**src/rtl/router_port_arbiter.sv**
```systemverilog
// Round-robin arbiter for one router output port with a registered output stage
// that holds the winning packet until accepted downstream, plus a stall watchdog.
module router_port_arbiter #(
  parameter int unsigned N_REQ        = 5,
  parameter int unsigned PACKET_WIDTH = 32,
  parameter int unsigned STALL_LIMIT  = 64
) (
  input  logic                            i_clk,
  input  logic                            i_srst,
  input  logic [N_REQ-1:0]                i_req,
  input  logic [N_REQ*PACKET_WIDTH-1:0]   i_packet,
  output logic [N_REQ-1:0]                o_grant,
  output logic                            o_valid,
  output logic [PACKET_WIDTH-1:0]         o_packet,
  input  logic                            i_ready,
  output logic                            o_stalled
);

  localparam int unsigned PTR_W = (N_REQ > 1) ? $clog2(N_REQ) : 1;
  localparam int unsigned CNT_W = $clog2(STALL_LIMIT + 1);

  typedef enum logic {IDLE, BUSY} state_t;

  state_t                  state_q, state_d;
  logic [PTR_W-1:0]        ptr_q, ptr_d;
  logic [PACKET_WIDTH-1:0] pkt_q, pkt_d;
  logic [CNT_W-1:0]        cnt_q, cnt_d;
  logic                    stalled_q, stalled_d;

  logic                    found_hi, found_lo, found;
  int unsigned             win_hi, win_lo, win;
  logic [PACKET_WIDTH-1:0] win_pkt;
  logic [N_REQ-1:0]        grant;
  logic                    xfer, can_grant;

  // Two-pass search: lowest requester at or above ptr, else lowest below ptr,
  // which is the same as a wrapping search starting at ptr.
  always_comb begin
    found_hi = 1'b0;
    found_lo = 1'b0;
    win_hi   = 0;
    win_lo   = 0;
    for (int unsigned i = 0; i < N_REQ; i++) begin
      if (i_req[i] && (i >= 32'(ptr_q)) && !found_hi) begin
        found_hi = 1'b1;
        win_hi   = i;
      end
      if (i_req[i] && (i < 32'(ptr_q)) && !found_lo) begin
        found_lo = 1'b1;
        win_lo   = i;
      end
    end
    found   = found_hi | found_lo;
    win     = found_hi ? win_hi : win_lo;
    win_pkt = '0;
    for (int unsigned i = 0; i < N_REQ; i++) begin
      if (i == win) win_pkt = i_packet[i*PACKET_WIDTH +: PACKET_WIDTH];
    end
  end

  always_comb begin
    state_d   = state_q;
    ptr_d     = ptr_q;
    pkt_d     = pkt_q;
    grant     = '0;
    xfer      = (state_q == BUSY) && i_ready;
    can_grant = !i_srst && ((state_q == IDLE) || i_ready);

    if (can_grant && found) begin
      for (int unsigned i = 0; i < N_REQ; i++) grant[i] = (i == win);
      pkt_d   = win_pkt;
      ptr_d   = (win == N_REQ - 1) ? '0 : PTR_W'(win + 1);
      state_d = BUSY;
    end else if (xfer) begin
      state_d = IDLE;
    end

    if ((state_q == BUSY) && !i_ready) begin
      cnt_d = (cnt_q == CNT_W'(STALL_LIMIT)) ? cnt_q : cnt_q + CNT_W'(1);
    end else begin
      cnt_d = '0;
    end
    stalled_d = (cnt_d == CNT_W'(STALL_LIMIT));
  end

  always_ff @(posedge i_clk) begin
    if (i_srst) begin
      state_q   <= IDLE;
      ptr_q     <= '0;
      pkt_q     <= '0;
      cnt_q     <= '0;
      stalled_q <= 1'b0;
    end else begin
      state_q   <= state_d;
      ptr_q     <= ptr_d;
      pkt_q     <= pkt_d;
      cnt_q     <= cnt_d;
      stalled_q <= stalled_d;
    end
  end

  assign o_grant   = grant;
  assign o_valid   = (state_q == BUSY);
  assign o_packet  = pkt_q;
  assign o_stalled = stalled_q;

endmodule

```
**config.mk**
```make
export PLATFORM = sky130hd
export DESIGN_NAME = router_port_arbiter
export DESIGN_NICKNAME = d
export VERILOG_FILES = /design/src/rtl/router_port_arbiter.sv
export SDC_FILE = /design/constraint.sdc
export NUM_CORES = 1
export LEC_CHECK = 0
export CAP_MARGIN = 40
export CORE_MARGIN = 1.5
export CORE_UTILIZATION = 40
export CTS_CLUSTER_DIAMETER = 30
export DETAILED_ROUTE_END_ITERATION = 10
export PLACE_DENSITY = 0.8
export SYNTH_ARGS = -nofsm -noshare
export SYNTH_HDL_FRONTEND = slang
export SYNTH_SLANG_ARGS = --single-unit
```
**constraint.sdc**
```tcl
create_clock -name i_clk -period 5.05 [get_ports i_clk]
set_clock_uncertainty 0.2 [all_clocks]
set_input_delay 1.01 -clock i_clk [delete_from_list [all_inputs] [get_ports i_clk]]
set_output_delay 1.01 -clock i_clk [all_outputs]
set_load 0.02 [all_outputs]
```
==> run summary, run 1 <==
Post-DP HPWL -> 9790 µm
area of the multi-input gates -> 0.00270 mm²
RD Place Congestion -> 0.817
CP arrival -> 3.66 ns
drt drc -> 0
Most used DFF post-synth -> dfxtp_1
CP Class -> input pin to output pin
syn avg cell area -> 7.95 µm²
Slew @ Worst Pin -> 0.801 ns
first-pass GRT wire length -> 20,700 µm
Syn Nets -> 655
# fillers -> 782
fraction of layout cells with a size suffix above 1 -> 11.9%
Mapped Area -> 0.00382 mm²
initial antenna violation count -> 0
final WL -> 13,400 µm
ys async rst share -> 0%
total number of vias -> 4,479
cell taking the most area after synthesis -> dfxtp_1
routed length per instance -> 17.1 µm
Leak -> 2.08 nW
pin count of the biggest net entering global routing -> 67
hold endpoint -> o_packet[5]$_SDFFE_PP0P_
Die X -> 101 µm
Setup violations, final -> 0
hold buffers post-CTS -> 0
Mapped Cells -> 480
total track usage -> 25.3%
pins over their slew limit -> 0
remaining antenna violation count -> 0
Clock Sinks -> 44
worst-case clock buffer depth -> 2
area delta synth->final -> 58.8%
worst hold path depth -> 2
Distinct cells, synth -> 49
flop2flop setup slack -> 1.39 ns
worst IR drop on VDD -> 0.167 mV
MaxCap Viol Count -> 0
Critical Path RT -> 3.84 ns
Crit. End Element -> output pin
# IOs -> 207
grt ovf -> 0
CTS root buf -> clkbuf_8
TritonCTS clock tree -> done
Die Y-Extent -> 101 µm
period utilization -> 96.4%
Setup WS post-layout -> 0.184 ns
R2R Path End -> o_packet[8]$_SDFFE_PP0P_
CTS H-tree lvls -> 2
pwr dens -> 323 mW/mm²
drt initial violations -> 136
I/O Buffers -> 206
Synth top cells by count -> 68 x a21oi_1, 49 x nor2_1, 44 x dfxtp_1
crit-path max FO -> 5
number of synthesized flops with an enable pin -> 0
R2R depth -> 12
critical path launch point type -> input pin
Slew Limit Headroom -> 46.4%
CTS Buf Count -> 5
FF/Latch Area -> 881 µm²
yosys warns -> 0
Fin Setup TNS -> 0 ns
vias in the first global route -> 4,342
count leader, synth -> a21oi_1
status -> finished, final reports clean
register area share after synthesis -> 23.1%
Nets -> 830
crit path time final -> 4.87 ns
n_diodes -> 0
hold slack -> 0.343 ns
dpl ws -> 0.162 ns
Starting Density -> 41.3%
RSZ-0062 raised after global routing -> false
FF+latch count, synth -> 44
vias per cell -> 5.71
Final Hold Viols -> 0
R2R Path Start -> ptr_q[1]$_SDFFE_PP0P_
fmax -> 206 MHz
row count -> 35
DRT Pass-1 Iters -> 4
Area contributors post-synth -> dfxtp_1 23%, nor4_2 9.2%, a21oi_1 8.9%
Clk Latency, worst-skew pair -> 0.30 ns
Core Area -> 0.00924 mm²
min-delay src -> o_packet[5]$_SDFFE_PP0P_
Synth top area share -> 23.1%
clk slew on worst S/H paths -> 0.08 ns
Die Area -> 0.0101 mm²
Hold Crit Class -> register to register
-- flip-flops by register name, summed over array words and instances (netlist names) --
signal,count
cnt_q,7
o_packet,32
o_stalled,1
o_valid,1
ptr_q,3
-- critical path, cell delays in order --
cell and delay [ns]:
clkdlybuf4s50_1 0.55, a21boi_0 0.29, o21bai_1 0.16, nand2_1 0.10, o41ai_1 0.08, buf_4 0.15, inv_1 0.09, ha_1 0.21
nand4_1 0.14, nor3_1 0.22, clkdlybuf4s50_1 0.65
-- through the flow --
stage	instances	instance area, µm²	power, mW	util, %
detailed placement	777	5920	1.64	64.1
global route	784	6060	2.07	65.6
finish	784	6060	1.96	65.6
floorplan	480	3820	1.22	-
global placement	777	5920	1.61	64.1
CTS	784	6050	1.96	65.5
-- placed cells by master (no fill, tap or decap), types with 3 or more instances in the layout --
master,n
dfxtp_1,44
a22oi_2,20
a21oi_1,68
ha_2,3
o21ai_0,3
nand3b_1,33
and3_1,4
xnor2_1,3
nor4_1,4
nor3_1,3
nand3_1,5
inv_1,7
clkbuf_8,5
o211a_1,32
clkdlybuf4s50_1,205
nand2_1,40
buf_4,12
xor2_1,3
o21ai_1,3
ha_1,4
a211oi_1,32
nor4_2,28
a22oi_1,13
nor2_1,49
-- what timing repair did --
| item | 4_1_cts | 5_1_grt |
|---|---|---|
| resized for setup | 0 | 1 |
| endpoints found under the setup margin | 0 | 1 |
| buffers inserted | 0 | 0 |
-- layer usage --
metal  part of all wire [%]  wire, µm  vias to the layer above  GRT usage, %
met3                    7.4       986                       23          5.48
met4                    2.1       282                        0          7.91
li1                       -         -                     2170             -
met2                     51      6780                      164          47.8
met1                     40      5340                     2122          28.0
met5                      0         0                        -             0
-- power breakdown --
group | switching (mW) | total (mW) | internal, mW
logic | 0.563 | 1.13 | 0.572
clock network | 0.122 | 0.317 | 0.195
registers | 0.0864 | 0.504 | 0.417
-- logic make-up (layout without fill, tap and decap cells) --
family / after synthesis / after routing / share of synthesized area [%]
compound gates: 188 / 188 / 37.5
simple gates: 177 / 177 / 29.0
buf+inv: 58 / 233 / 6.72
flops: 44 / 44 / 23.1
fa+ha+maj: 7 / 7 / 2.29
xor+xnor: 6 / 6 / 1.38
-- how the worst max path moves through the flow --
stage | start | endpoint | slack (ns) | depth (start not counted)
global route | i_req[2] | o_grant[4] | 0.04 | 11
finish | i_req[2] | o_grant[4] | 0.18 | 11
CTS | i_req[1] | o_grant[4] | 0.15 | 11
detailed placement | i_req[1] | o_grant[4] | 0.16 | 11
floorplan | i_req[2] | o_grant[4] | 0.48 | 11
global placement | i_req[2] | o_grant[3] | 0.30 | 10
-- layout make-up --
type	count	share of cell area, %
Inverter	7	0.434
Tap cell	129	2.66
Multi-Input combinational cell	378	44.5
Timing Repair Buffer	219	35.8
Clock buffer	5	1.14
Clock inverter	2	0.991
Sequential cell	44	14.5
(Power assumes the default switching activity.)
==> inputs of run 2 (changes only) <==
Settings changed: CORE_MARGIN 1.5 to not set, CORE_UTILIZATION 40 to 35, PLACE_DENSITY 0.8 to 0.71.
==> run 2 against run 1 <==
Against the previous run:
- clock-buffer cell count is 1 higher
- register-to-register slack improved by 0.25 ns
- combinational power about the same
- sequential power about the same
- critical path depth shrank 1
- sequential share of layout area about the same
- via count is 1.7% lower
- sequential cell count stayed put
- total power fell by 2.0%
- first-iteration DRC count is 63% higher
- die area grew 12%
- final cell count rose by 1.0%
- largest cell class unchanged
==> run summary, run 2 (synthesis results as in run 1) <==
status -> finished, final reports clean
Core Area -> 0.0105 mm²
area delta synth->final -> 58.5%
n_diodes -> 0
Setup violations, final -> 0
# IOs -> 207
Largest register FFs -> 32
worst stage delay on the critical path -> 0.60 ns
Die Y-Extent -> 106 µm
crit path to -> o_grant[3]
Die Area -> 0.0113 mm²
MaxCap Viol Count -> 0
Leak -> 2.07 nW
Clk Latency, worst-skew pair -> 0.29 ns
Final Hold Viols -> 0
routed length per instance -> 17.4 µm
Crit. End Element -> output pin
CTS root buf -> clkbuf_8
CTS Buf Count -> 5
initial antenna violation count -> 0
worst IR drop on VDD -> 0.142 mV
remaining antenna violation count -> 0
pwr dens -> 317 mW/mm²
Die X -> 106 µm
crit-path max FO -> 5
crit path time final -> 4.84 ns
CP Class -> input pin to output pin
Post-DP HPWL -> 9650 µm
pins over their slew limit -> 0
# fillers -> 988
CP Cell Sequence -> clkdlybuf4s50_1 > a21boi_0 > o21bai_1 > nand2_1 > o41ai_1 > buf_4 > ha_1 > ha_2 > and2_1 > clkdlybuf4s50_1
pin count of the biggest net entering global routing -> 67
most common cell after layout, fill and taps aside -> clkdlybuf4s50_1
RD Place Congestion -> 0.890
Worst Setup SP -> i_req[2]
Starting Density -> 36.5%
post_cts resized -> 0
critical path launch point type -> input pin
fraction of layout cells with a size suffix above 1 -> 11.9%
fmax -> 207 MHz
grt ovf -> 0
RSZ-0062 raised after global routing -> false
vias per cell -> 5.56
drt drc -> 0
clk slew on worst S/H paths -> 0.09 ns
total number of vias -> 4,402
leading cell types in the layout, fill and taps excluded -> 205 x clkdlybuf4s50_1, 68 x a21oi_1, 49 x nor2_1
first-pass GRT wire length -> 21,600 µm
hold buffers post-CTS -> 0
R2R depth -> 12
final WL -> 13,800 µm
fin util -> 57.8%
CP most frequent cell -> clkdlybuf4s50_1
worst-case clock buffer depth -> 2
Critical Path RT -> 3.84 ns
drt initial violations -> 221
post-route cell area -> 0.00605 mm²
I/O Buffers -> 206
R2R Path End -> o_packet[25]$_SDFFE_PP0P_
Clock Sinks -> 44
dpl ws -> 0.125 ns
Nets -> 830
vias in the first global route -> 4,422
Post-CTS Setup Bufs -> 0
Setup WS post-layout -> 0.214 ns
row count -> 37
total track usage -> 23.6%
DRT Pass-1 Iters -> 5
Fin Setup TNS -> 0 ns
flop2flop setup slack -> 1.64 ns
Hold Crit Class -> register to register
CTS H-tree lvls -> 2
Slew Limit Headroom -> 46.7%
R2R Path Start -> ptr_q[1]$_SDFFE_PP0P_
TritonCTS clock tree -> done
Slew @ Worst Pin -> 0.799 ns
CP arrival -> 3.63 ns
period utilization -> 95.8%
dpl cell area -> 0.00593 mm²
slowest stage cell, crit path -> clkdlybuf4s50_1
-- run 2: cell types whose count changed in the layout (fill, tap and decap cells not counted) --
cell | previous run | this run
bufinv_16 | 2 | 1
clkinv_2 | 0 | 1
clkbuf_1 | 0 | 1
-- run 2: worst min path at each step --
| stage | from | endpoint | slack (ns) | cells past startpoint |
|---|---|---|---|---|
| finish | o_packet[3]$_SDFFE_PP0P_ | o_packet[3]$_SDFFE_PP0P_ | 0.33 | 2 |
| global route | o_packet[4]$_SDFFE_PP0P_ | o_packet[4]$_SDFFE_PP0P_ | 0.38 | 2 |
| CTS | o_packet[3]$_SDFFE_PP0P_ | o_packet[3]$_SDFFE_PP0P_ | 0.34 | 2 |
| detailed placement | o_packet[3]$_SDFFE_PP0P_ | o_packet[3]$_SDFFE_PP0P_ | 0.32 | 2 |
| global placement | o_packet[3]$_SDFFE_PP0P_ | o_packet[3]$_SDFFE_PP0P_ | 0.31 | 2 |
| floorplan | ptr_q[0]$_SDFFE_PP0P_ | ptr_q[0]$_SDFFE_PP0P_ | 0.31 | 2 |
-- run 2: final cells by class --
class / count / area [µm²] / share of cell area [%]
multi-input combinational: 378 / 2700 / 44.6
timing repair buffer: 219 / 2170 / 35.8
sequential: 44 / 881 / 14.6
tap: 136 / 170 / 2.81
clock buffer: 6 / 72.6 / 1.20
clock inverter: 2 / 35.0 / 0.579
inverter: 7 / 26.3 / 0.435
-- run 2: per-layer routing --
| metal | global-route usage [%] | share of wire [%] |
|---|---|---|
| met1 | 27.6 | 40 |
| met2 | 42.9 | 51 |
| met3 | 4.35 | 6.4 |
| met4 | 7.93 | 2.6 |
| met5 | 0 | 0 |
-- run 2: report_power, final --
group	leakage [nW]	internal [mW]	switching [mW]	total (mW)
Clock	0.0552	0.147	0.128	0.275
Sequential	0.360	0.417	0.0844	0.502
Combinational	1.66	0.573	0.566	1.14
-- run 2: stage by stage --
| step | std cells | hold WS [ns] | total power, mW |
|---|---|---|---|
| floorplan | 480 | 0.311 | 1.22 |
| global placement | 784 | 0.313 | 1.62 |
| detailed placement | 784 | 0.322 | 1.64 |
| CTS | 792 | 0.335 | 1.93 |
| global route | 792 | 0.378 | 2.05 |
| finish | 792 | 0.332 | 1.92 |
-- run 2: critical path, delay by kind of cell --
family                     cells  cell delay [ns]
buffers and inverters          3             1.28
AOI/OAI and AO/OA              3             0.77
adders and majority gates      2             0.35
and+or+nand+nor                2             0.21
